[src/rtl/display_scan.sv]
// Four-digit multiplexed 7-segment scanner with sequential binary-to-BCD
// conversion, saturation flag and leading-zero blanking.
module display_scan #(
  parameter int REFRESH_DIV = 100000,
  parameter int MAX_VAL     = 9999
) (
  input  logic        clk,
  input  logic        rst,
  input  logic        load,
  input  logic [13:0] value,
  output logic        busy,
  output logic        ovf,
  output logic [3:0]  num,
  output logic [3:0]  an
);

  localparam int PW = (REFRESH_DIV > 1) ? $clog2(REFRESH_DIV) : 1;
  localparam logic [13:0] MAXV = 14'(MAX_VAL);
  localparam logic [PW-1:0] PLAST = PW'(REFRESH_DIV - 1);

  typedef enum logic {IDLE, CONV} state_t;

  state_t         state_q;
  logic [3:0]     cnt_q;
  logic [13:0]    bin_q;
  logic [15:0]    bcd_q;
  logic           ovfc_q;
  logic           busy_q;
  logic           ovf_q;
  logic [15:0]    disp_q;
  logic [PW-1:0]  presc_q;
  logic [1:0]     idx_q;

  logic [15:0]    adj;
  logic [15:0]    bcd_d;
  logic [13:0]    bin_d;
  logic           sat;

  assign sat = (value > MAXV);

  // add-3 on every nibble >= 5, then shift one binary bit into the BCD field
  always_comb begin
    adj = bcd_q;
    for (int i = 0; i < 4; i++) begin
      if (bcd_q[4*i +: 4] >= 4'd5)
        adj[4*i +: 4] = bcd_q[4*i +: 4] + 4'd3;
    end
    bcd_d = {adj[14:0], bin_q[13]};
    bin_d = {bin_q[12:0], 1'b0};
  end

  always_ff @(posedge clk or posedge rst) begin
    if (rst) begin
      state_q <= IDLE;
      cnt_q   <= '0;
      bin_q   <= '0;
      bcd_q   <= '0;
      ovfc_q  <= 1'b0;
      busy_q  <= 1'b0;
      ovf_q   <= 1'b0;
      disp_q  <= '0;
    end else begin
      unique case (state_q)
        IDLE: begin
          if (load) begin
            bin_q   <= sat ? MAXV : value;
            bcd_q   <= '0;
            cnt_q   <= '0;
            ovfc_q  <= sat;
            busy_q  <= 1'b1;
            state_q <= CONV;
          end
        end
        CONV: begin
          bcd_q <= bcd_d;
          bin_q <= bin_d;
          cnt_q <= cnt_q + 4'd1;
          if (cnt_q == 4'd13) begin
            disp_q  <= bcd_d;
            ovf_q   <= ovfc_q;
            busy_q  <= 1'b0;
            state_q <= IDLE;
          end
        end
        default: state_q <= IDLE;
      endcase
    end
  end

  always_ff @(posedge clk or posedge rst) begin
    if (rst) begin
      presc_q <= '0;
      idx_q   <= '0;
    end else if (presc_q == PLAST) begin
      presc_q <= '0;
      idx_q   <= idx_q + 2'd1;
    end else begin
      presc_q <= presc_q + PW'(1);
    end
  end

  logic [3:0] lead;

  always_comb begin
    lead[3] = (disp_q[15:12] == 4'd0);
    lead[2] = lead[3] & (disp_q[11:8] == 4'd0);
    lead[1] = lead[2] & (disp_q[7:4] == 4'd0);
    lead[0] = 1'b0;
    num = 4'd0;
    an  = 4'b1111;
    unique case (idx_q)
      2'd0: num = disp_q[3:0];
      2'd1: num = disp_q[7:4];
      2'd2: num = disp_q[11:8];
      2'd3: num = disp_q[15:12];
      default: num = 4'd0;
    endcase
    if (!lead[idx_q])
      an = ~(4'b0001 << idx_q);
  end

  assign busy = busy_q;
  assign ovf  = ovf_q;

endmodule

[config.mk]
export PLATFORM = sky130hd
export DESIGN_NAME = display_scan
export DESIGN_NICKNAME = d
export VERILOG_FILES = /design/src/rtl/display_scan.sv
export SDC_FILE = /design/constraint.sdc
export NUM_CORES = 1
export LEC_CHECK = 0
export ABC_AREA = 1
export CAP_MARGIN = 20
export CORE_AREA = 2 2 122 124
export DETAILED_ROUTE_END_ITERATION = 8
export DIE_AREA = 0 0 124 126
export GPL_TIMING_DRIVEN = 0
export HOLD_SLACK_MARGIN = 0.05
export PLACE_DENSITY = 0.42
export SYNTH_ARGS = -nofsm -noshare
export SYNTH_HDL_FRONTEND = slang
export SYNTH_SLANG_ARGS = --single-unit
[constraint.sdc]
create_clock -name clk -period 5.8 [get_ports clk]
set_clock_uncertainty 0.1 [all_clocks]
set_input_delay 0.58 -clock clk [delete_from_list [all_inputs] [get_ports clk]]
set_output_delay 0.58 -clock clk [all_outputs]
set_load 0.02 [all_outputs]
==> run_results.csv <==
group,metric,value,unit
status,status,"finished clean",
synthesis,synth.avg_cell_area,7.87,sq um
synthesis,synth_area_leaders,"dfrtp_1 (47%), nand2_1 (14%), inv_1 (6.3%)",
worst_setup_path,start_kind,"register",
placed_design,place_inst,708,
routing,route.detailed.wl_per_inst,12.9,um
worst_setup_path,r2r_end,"idx_q[0]",
routing,top_layer,"met4",
floorplan,start_util,27.3,%
finish,num-nets-final,568,
sta,finalSetupViolCount,0,
sta,slew_headroom,61.3,%
sta,max_freq,0.356,GHz
worst_setup_path,reg2reg_depth,8,
synthesis,synthDominantCellAreaShare,46.7,%
finish,diodes,0,
floorplan,fp.dieW,124,um
run,maxCapViolCount,0,
clock_network,cts_sinks,73,
min_path,hold_class,"register to register",
min_path,min-delay-start,"presc_q[0]",
worst_setup_path,path_class,"register to output pin",
routing,wl_met2,4070,um
synthesis,synth_cells,497,
routing,routedLengthMet1,4700,um
sta,grt_setup_unrepaired,"false",
worst_setup_path,crit_arrival,2130,ps
floorplan,row_count,44,
placed_design,gp_congestion,0.845,
pwr,leakage,2.37,nW
routing,final_antenna_net_count,0,
clock_network,hold_buffers,0,
routing,vias_per_cell,4.46,
pwr,power_density,460,nW/um^2
grt,grt_max_degree,50,
synthesis,synth_most_common_cell,"nand2_1",
clock_network,cts-root-buf,"clkbuf_16",
synthesis,synth_nets,530,
finish,drive_gt1_share,8.35,%
clock_network,clkTransAtPathRegs,60,ps
clock_network,numCtsBuffers,9,
synthesis,synth.distinct_cells,31,
sta,fin_setup_tns,0,ps
finish,fill_cells,1550,
finish,syn2layout_area_growth,21.7,%
worst_setup_path,slowest_delay,630,ps
grt,grt_pass1_wl,16000,um
routing,route.vias.total,3227,
routing,drt_wl_total,9310,um
clock_network,clockBufferDepth,2,
min_path,min_to,"presc_q[0]",
synthesis,yosysSeqAreaShare,46.7,%
worst_setup_path,cp_cell_sequence,"inv_1 -> ha_1 -> inv_1 -> nor2_1 -> a31oi_1 -> clkdlybuf4s50_1",
finish,final_cells,723,
worst_setup_path,cp_slowest_cell,"clkdlybuf4s50_1",
floorplan,die_area,15600,sq um
sta,hold_violations,0,
grt,grt_remaining_overflow,0,
routing,wl_met3,347,um
synthesis,ys_seq_elements,73,
routing,drc,0,
synthesis,synth_common_cells,"nand2_1 (144), dfrtp_1 (73), inv_1 (66)",
worst_setup_path,critPathBufInv,3,
grt,grt_pass1_vias,3171,
synthesis,synth_edf_count,0,
floorplan,ios,27,
worst_setup_path,r2r_start,"presc_q[0]",
grt,globalRouteTotalUtil,13.2,%
placed_design,hpwlAfterDp,6870,um
synthesis,synth_area,3910,sq um
clock_network,insertion_delay,340,ps
synthesis,async_reset_ff_share,100,%
worst_setup_path,crit_family,"buffers and inverters",
min_path,whs_path_depth,1,
clock_network,ctsResizeCount,0,
sta,worst_slack,2990,ps
sta,drv_slew,0,
clock_network,htree_levels,3,
worst_setup_path,critPathRequiredTime,5120,ps
sta,finalCritPeriodShare,48.5,%
clock_network,cts_tree,"yes",
grt,antenna_found_initial,0,
floorplan,die_y,126,um
synthesis,synth_warnings,0,
placed_design,io_buffer_count,26,
worst_setup_path,crit_top_cell,"inv_1",
worst_setup_path,worstSetupEndpointType,"output pin",
worst_setup_path,regToRegSetupSlack,4270,ps
pwr,irDropWorstVdd,0.000156,V
synthesis,synth_ff_type,"dfrtp_1",
routing,dr.pass1.iters,4,
floorplan,fp.coreArea,14300,sq um
sta,period_minus_slack,2810,ps
synthesis,yosys.area.top_type,"dfrtp_1",
placed_design,preCtsSetupSlack,3330,ps
worst_setup_path,cp_max_fo,6,
clock_network,post-cts-setup-buffer-count,0,
routing,drtIter0Drc,199,
sta,worstMarginPinSlew,580,ps
==> stage by stage <==
step	hold WS (ps)	total power, mW	instance area [sq um]	util [%]
after floorplan	350	1.35	3910	-
after global placement	379	1.58	4400	30.8
after detailed placement	374	1.60	4430	31.0
after CTS	389	2.23	4760	33.3
after global routing	418	2.39	4760	33.3
final	386	2.19	4760	33.3
==> power breakdown <==
| part | switching (mW) | internal (mW) |
|---|---|---|
| Sequential | 0.113 | 0.682 |
| Clock | 0.204 | 0.409 |
| Combinational | 0.487 | 0.295 |
==> cells by family after synthesis <==
kind of cell	after synthesis	synth area share, %
DFF	73	46.7
and+or+nand+nor	256	28.0
buffers and inverters	78	8.19
AOI/OAI and AO/OA	61	9.08
xor gates and xnor gates	13	2.91
adders and majority gates	16	5.12
==> sequential cells by signal, summed over array words and instances (netlist names) <==
register and cells:
state_q 1, bcd_q 16, cnt_q 4, presc_q 17, idx_q 2, ovfc_q 1, bin_q 14, ovf 1
disp_q 16, busy 1
==> metal layers <==
layer  GRT usage (%)  vias to the layer above
met3            2.63                       16
met5               0                        -
met4            5.49                        0
li1                -                     1657
met1            18.5                     1486
met2            19.8                       68
==> layout by cell type (no fill, tap or decap), drive strengths merged <==
cell type	count
buf	9
o21ai	32
nand3	41
nand2	149
a31oi	5
o22ai	7
a21oi	10
clkbuf	14
bufinv	2
nor4	1
nor2	59
a22oi	5
clkdlybuf4s50	26
dfrtp	73
o221ai	1
nand4	6
ha	16
xor2	12
xnor2	1
inv	69
a22o	1
==> worst max path at each step <==
stage,from,end,depth (start not counted)
after CTS,idx_q[0],num[1],5
after global routing,idx_q[0],num[3],6
after floorplan,rst,bcd_q[0],1
after global placement,rst,disp_q[12],2
after detailed placement,idx_q[0],num[1],5
final,idx_q[0],num[1],6
==> cell type report <==
| type | count | area [sq um] | share of cell area, % |
|---|---|---|---|
| Inverter | 69 | 264 | 5.54 |
| Clock inverter | 2 | 60.1 | 1.26 |
| Timing Repair Buffer | 27 | 288 | 6.04 |
| Buffer | 9 | 58.8 | 1.23 |
| Clock buffer | 13 | 270 | 5.67 |
| Tap cell | 184 | 230 | 4.83 |
| Sequential cell | 73 | 1830 | 38.4 |
| Multi-Input combinational cell | 346 | 1770 | 37.1 |
Power figures use the tool's default switching activity.
